File: src/rtl/unified_mem_arbiter.sv
// Shares one single-port word-addressed memory between the fetch (IF) and data (DM) ports.
// One access at a time over a fixed read latency; one-cycle valid pulse per completed access.
//  state   | meaning
//  S_IDLE  | no access in flight; arbitrate and latch the winner's request
//  S_ISSUE | mem_en strobe for the granted access
//  S_WAIT  | read latency countdown; capture mem_rdata when the counter reaches zero
//  S_DONE  | one-cycle valid pulse to the owner, then back to idle
module unified_mem_arbiter #(
  parameter int ADDR_W     = 7,
  parameter int DATA_W     = 32,
  parameter int MEM_LAT    = 2,
  parameter int STARVE_MAX = 4
) (
  input  logic              i_clk,
  input  logic              i_reset,
  input  logic              i_if_req,
  input  logic [ADDR_W-1:0] i_if_addr,
  output logic [DATA_W-1:0] o_if_rdata,
  output logic              o_if_valid,
  input  logic              i_dm_req,
  input  logic              i_dm_we,
  input  logic [ADDR_W-1:0] i_dm_addr,
  input  logic [DATA_W-1:0] i_dm_wdata,
  output logic [DATA_W-1:0] o_dm_rdata,
  output logic              o_dm_valid,
  output logic              o_mem_en,
  output logic              o_mem_we,
  output logic [ADDR_W-1:0] o_mem_addr,
  output logic [DATA_W-1:0] o_mem_wdata,
  input  logic [DATA_W-1:0] i_mem_rdata,
  output logic              o_stall_if,
  output logic              o_stall_dm
);

  localparam int CNT_W = (MEM_LAT > 1) ? $clog2(MEM_LAT) : 1;
  localparam int SC_W  = $clog2(STARVE_MAX + 1);
  localparam logic [SC_W-1:0]  STARVE_TOP = SC_W'(STARVE_MAX);
  localparam logic [CNT_W-1:0] WAIT_INIT  = CNT_W'(MEM_LAT - 1);

  typedef enum logic [1:0] {
    S_IDLE  = 2'd0,
    S_ISSUE = 2'd1,
    S_WAIT  = 2'd2,
    S_DONE  = 2'd3
  } state_t;

  state_t            r_state;
  logic              r_owner_dm;
  logic [SC_W-1:0]   r_starve;
  logic [CNT_W-1:0]  r_cnt;
  logic [DATA_W-1:0] r_rdata;
  logic              r_mem_en;
  logic              r_mem_we;
  logic [ADDR_W-1:0] r_mem_addr;
  logic [DATA_W-1:0] r_mem_wdata;
  logic              r_if_valid;
  logic              r_dm_valid;

  logic              w_any_req;
  logic              w_pick_if;

  assign w_any_req = i_if_req | i_dm_req;
  // DM normally wins; a saturated starvation count hands the slot to IF.
  assign w_pick_if = i_if_req & (~i_dm_req | (r_starve == STARVE_TOP));

  always_ff @(posedge i_clk) begin
    if (i_reset) begin
      r_state     <= S_IDLE;
      r_owner_dm  <= 1'b0;
      r_starve    <= '0;
      r_cnt       <= '0;
      r_rdata     <= '0;
      r_mem_en    <= 1'b0;
      r_mem_we    <= 1'b0;
      r_mem_addr  <= '0;
      r_mem_wdata <= '0;
      r_if_valid  <= 1'b0;
      r_dm_valid  <= 1'b0;
    end else begin
      r_if_valid <= 1'b0;
      r_dm_valid <= 1'b0;
      case (r_state)
        S_IDLE: begin
          if (!i_if_req || w_pick_if) begin
            r_starve <= '0;
          end else if (r_starve != STARVE_TOP) begin
            r_starve <= r_starve + SC_W'(1);
          end
          if (w_any_req) begin
            r_state    <= S_ISSUE;
            r_mem_en   <= 1'b1;
            r_owner_dm <= ~w_pick_if;
            if (w_pick_if) begin
              r_mem_we   <= 1'b0;
              r_mem_addr <= i_if_addr;
            end else begin
              r_mem_we    <= i_dm_we;
              r_mem_addr  <= i_dm_addr;
              r_mem_wdata <= i_dm_wdata;
            end
          end
        end
        S_ISSUE: begin
          r_mem_en <= 1'b0;
          r_mem_we <= 1'b0;
          if (r_mem_we) begin
            r_state    <= S_DONE;
            r_if_valid <= ~r_owner_dm;
            r_dm_valid <= r_owner_dm;
          end else begin
            r_state <= S_WAIT;
            r_cnt   <= WAIT_INIT;
          end
        end
        S_WAIT: begin
          if (r_cnt == '0) begin
            r_rdata    <= i_mem_rdata;
            r_state    <= S_DONE;
            r_if_valid <= ~r_owner_dm;
            r_dm_valid <= r_owner_dm;
          end else begin
            r_cnt <= r_cnt - CNT_W'(1);
          end
        end
        S_DONE: begin
          r_state <= S_IDLE;
        end
        default: begin
          r_state <= S_IDLE;
        end
      endcase
    end
  end

  assign o_if_rdata  = r_rdata;
  assign o_dm_rdata  = r_rdata;
  assign o_if_valid  = r_if_valid;
  assign o_dm_valid  = r_dm_valid;
  assign o_mem_en    = r_mem_en;
  assign o_mem_we    = r_mem_we;
  assign o_mem_addr  = r_mem_addr;
  assign o_mem_wdata = r_mem_wdata;
  assign o_stall_if  = i_if_req & ~r_if_valid;
  assign o_stall_dm  = i_dm_req & ~r_dm_valid;

endmodule
File: config.mk
export PLATFORM = sky130hd
export DESIGN_NAME = unified_mem_arbiter
export DESIGN_NICKNAME = d
export VERILOG_FILES = /design/src/rtl/unified_mem_arbiter.sv
export SDC_FILE = /design/constraint.sdc
export NUM_CORES = 1
export LEC_CHECK = 0
export ABC_AREA = 0
export CORE_MARGIN = 5
export CORE_UTILIZATION = 39
export CTS_CLUSTER_DIAMETER = 100
export DETAILED_ROUTE_END_ITERATION = 16
export PLACE_DENSITY_LB_ADDON = 0.05
export SLEW_MARGIN = 10
export SYNTH_ARGS = -nofsm -noshare
export SYNTH_HDL_FRONTEND = slang
export SYNTH_SLANG_ARGS = --single-unit
File: constraint.sdc
create_clock -name i_clk -period 1.7 [get_ports i_clk]
set_input_delay 0.255 -clock i_clk [delete_from_list [all_inputs] [get_ports i_clk]]
set_output_delay 0.255 -clock i_clk [all_outputs]
set_load 0.02 [all_outputs]
After elaboration in Yosys (flattened, before gate mapping):

Index checks and enable logic that the tools add are counted.

* output and inout bits: 109
* logic and storage cells: 66
* input port bits: 83
* bits in registers: 82

* reductions and logical operators: 13
* eq/ne operators: 8
* muxes and demuxes: 21
* $add $sub $neg: 2
* bitwise logic cells: 11

Operators with widths (number)
* $reduce_and A2 Y1: 6
* $mux W1: 10
* $pmux W1 S2: 5
* $pmux W2 S4: 1
* $mux W7: 1
* $mux W3: 2
* $ne A2 B2 Y1 const B: 3
* $not A1 Y1: 6
* $reduce_bool A2 Y1: 3
* $eq A2 B2 Y1 const B: 2
* $mux W2: 2
* $add A3 B1 Y3 const B: 1
* $and A1 B1 Y1: 3
* $eq A3 B3 Y1 const B: 1
* $ne A3 B3 Y1 const B: 1
* $reduce_and A3 Y1: 1
* $eq A2 B1 Y1 const B: 1
* $logic_not A2 Y1: 1
* $or A1 B1 Y1: 2
* $logic_not A1 Y1: 1
* $logic_or A1 B1 Y1: 1
* $sub A1 B1 Y1 const B: 1

Logic depth before layout (Yosys ltp):

* word-level depth: 6
* depth in mapped cells: 7
* mapped depth without buffers: 5

Least setup slack after synthesis:

OpenSTA, ideal clock, no wires.

* kind: register -> register
* from: reg r_state[0]
* to: reg r_state[0]
* path slack: 276 ps
* required time: 1640 ps
* buffers on the path: 0
* clock period less this slack: 1424 ps
* setup time: 60 ps
* cell stages (with the launch flop): 6
* arrival time: 1364 ps
* cell sequence: dfxtp_1 -> inv_1 -> ha_1 -> or3b_4 -> a41oi_2 -> o221a_1

* cells in the longest elaborated chain, start to end: 3
* elaborated cells on any way between the ends: 8
* those cells by class: eq/ne (5); mux (1); reduce/logical (2)

Ends and longest elaborated chain
* start: declaration: line 47 `state_t r_state;`
* start signal: assignment: line 68 `r_state <= S_IDLE;`
* start signal: assignment: line 90 `r_state <= S_ISSUE;`
* start signal: assignment: line 107 `r_state <= S_DONE;`
* $eq A2 B2 Y1 / $logic_not A2 Y1 (equally long branches): line 82 `case (r_state)`
* $ne A2 B2 Y1 (no line)
* $reduce_and A2 Y1 (no line)

Parallel ways exist; a longest one is shown, timed or not.
A chain may end at the register's enable or synchronous reset.

Worst setup path after layout:

* from: reg r_state[1]
* to: reg r_state[0]

Same word-level chain as after synthesis.

==> results.json <==
{
  "status": "completed",
  "clk_pin_slew_ns": 0.08,
  "cts_tree": "built",
  "cp.arrival_ns": 1.94,
  "seq_area_frac_synth": 0.475,
  "ir_worst_vdd_uv": 669,
  "start_kind": "flop",
  "portBuffers": 191,
  "skew_ns": 0.0162,
  "synthesis.area_sq_mm": 0.00346,
  "dpl_cell_area_sq_mm": 0.00527,
  "postSynthAreaPerCell_sq_um": 8.18,
  "clockRootBuffer": "clkbuf_8",
  "antenna_found_initial": 0,
  "n_antenna_cell": 0,
  "maxSlewHeadroom": 0.537,
  "dr.first_iter.drc_count": 121,
  "start_util": 0.399,
  "intPower_w": 0.00492,
  "crit_required_ns": 1.98,
  "vias_per_cell": 5.01,
  "period_needed_ns": 1.65,
  "tns_ns": 0,
  "rsz0062_at_grt": "yes",
  "syn_nets": 512,
  "ys_types": 35,
  "layout_commonest_cell": "clkdlybuf4s50_1",
  "groute.usage.overall": 0.186,
  "synthCells": 423,
  "synthTopCellsByArea": "dfxtp_1 47%, a21oi_1 10%, buf_4 7.8%",
  "fmax_mhz": 605,
  "fin_area_sq_mm": 0.00551,
  "drc_errors": 0,
  "end_kind": "flop",
  "gp_congestion": 0.794,
  "synth_warnings": 0,
  "worstMarginPinSlew_ns": 0.693,
  "die_area_sq_mm": 0.0109,
  "clk_path_buf_depth": 2,
  "drv_cap": 0,
  "grt_overflow_total": 0,
  "boundaryPins": 192,
  "hold_violations": 0,
  "cellLeakagePower_nw": 1.94,
  "numCtsBuffers": 9,
  "most-common-layout-cells": "188 x clkdlybuf4s50_1, 82 x dfxtp_1, 69 x nand2_1, 69 x a21oi_1, 41 x nand3_1",
  "comb_power_share": 0.448,
  "cp_max_fo": 6,
  "ant_nets": 0,
  "place_ws_ns": -0.210,
  "dp_hpwl_mm": 7.59,
  "p_clk_frac": 0.216,
  "fin_nets": 666,
  "die_w_um": 104,
  "htreeDepth": 3,
  "grt_pass1_wl_mm": 16.9,
  "core_area_sq_mm": 0.00868,
  "yosysTopAreaCell": "dfxtp_1",
  "synth-seq-cells": 82,
  "crit_type": "reg2reg",
  "die_y_um": 104,
  "synth_top_area_frac": 0.475,
  "finalWorstSetupSlack_ns": 0.0475,
  "slew_viol_final": 0,
  "wl_mm": 10.5,
  "wire_per_inst_um": 15.3,
  "clock_latency_ns": 0.34,
  "first_pass_iters": 4,
  "layout-drive-gt1-share": 0.0653,
  "rows": 34,
  "grt_pass1_vias": 3433,
  "power_switching_share": 0.360,
  "area_delta_synth_final_pct": 59.2,
  "grt_max_degree": 41,
  "finalSetupViolations": 0,
  "finalCritPeriodShare": 0.972,
  "vias": 3457,
  "p_sw_w": 0.00277,
  "hp-class": "in2reg",
  "p_seq_frac": 0.336,
  "cellPowerDensity_mw_per_mm2": 1400,
  "clock_sinks": 82
}
-- final timing paths --
path / startpoint / end / slack, ns / cells past startpoint
worst max register to register: r_state[1] / r_state[0] / 0.05 / 6
worst min register to register: r_owner_dm / o_if_valid / 0.45 / 1
worst max-delay path: r_state[1] / r_state[0] / 0.05 / 6
worst min-delay path: i_reset / o_if_valid / 0.15 / 2
-- metal layers --
metal | part of all wire | track usage | vias up
li1 | - | - | 1724
met4 | 0.0065 | 0.0472 | 0
met3 | 0.064 | 0.0546 | 8
met2 | 0.50 | 0.324 | 119
met5 | 0 | 0 | -
met1 | 0.43 | 0.222 | 1606
-- synthesized netlist by cell type (all sizes together) --
master	count
o22ai	1
buf	49
o21ai	48
o221a	1
a31oi	7
a21boi	2
and2	2
a41oi	1
nor2b	2
a2111oi	2
dfxtp	82
ha	6
a21oi	69
nand3	41
or3b	1
mux2i	1
nand2	69
nor2	3
nor3b	1
xor2	1
xnor2	1
a21o	1
nand2b	1
a311oi	1
o21a	1
nor3	3
and3	1
o2111ai	1
clkbuf	14
a21bo	1
inv	9
-- cells by family after synthesis --
group	Yosys count	share of synthesized area
xor+xnor	2	0.00506
compound gates	136	0.215
buf+inv	72	0.122
simple gates	124	0.159
fa+ha+maj	6	0.0217
flops	82	0.475
mux	1	0.00289
-- state kept, by name, indices dropped and copies added, names as in the netlist --
register	cells
o_dm_rdata	32
o_mem_wdata	32
o_mem_addr	7
r_starve	3
r_state	2
o_dm_valid	1
o_if_valid	1
o_mem_en	1
o_mem_we	1
r_cnt	1
r_owner_dm	1
-- per-stage QoR --
stage | power, W | util | hold WS [ns] | cells
finish | 0.00769 | 0.635 | 0.145 | 690
global route | 0.00813 | 0.635 | 0.151 | 690
CTS | 0.00776 | 0.634 | 0.134 | 690
detailed placement | 0.00609 | 0.607 | 0.439 | 674
global placement | 0.00601 | 0.607 | 0.427 | 674
floorplan | 0.00468 | - | 0.391 | 423
-- area by class of cell --
type	count	area (sq um)
clock buffers	11	131
clock inverters	5	103
fillers	799	3170
inverters	9	33.8
multi-input cells	269	1410
flip-flops and latches	82	1640
well taps	108	135
repair buffers	206	2050
-- what timing repair did --
| item | in CTS | in global routing |
|---|---|---|
| gates resized for setup | 3 | 1 |
| setup buffers | 0 | 0 |
| hold buffers | 0 | 0 |
| endpoints found under the setup margin | 34 | 5 |
-- worst max-delay path, cell delays in order (launching register included) --
cell,delay [ns]
dfxtp_1,0.32
buf_4,0.13
inv_1,0.12
ha_2,0.25
or3b_4,0.41
a41oi_2,0.18
o221a_1,0.19
-- power groups by stage --
stage               Clock, W  Combinational, W  Sequential (W)
floorplan                  0           0.00165         0.00303
global placement           0           0.00341         0.00261
detailed placement         0           0.00346         0.00263
CTS                  0.00170           0.00347         0.00259
global route         0.00177           0.00372         0.00264
finish               0.00166           0.00345         0.00259
No activity file was read; power rests on OpenSTA's default activity.
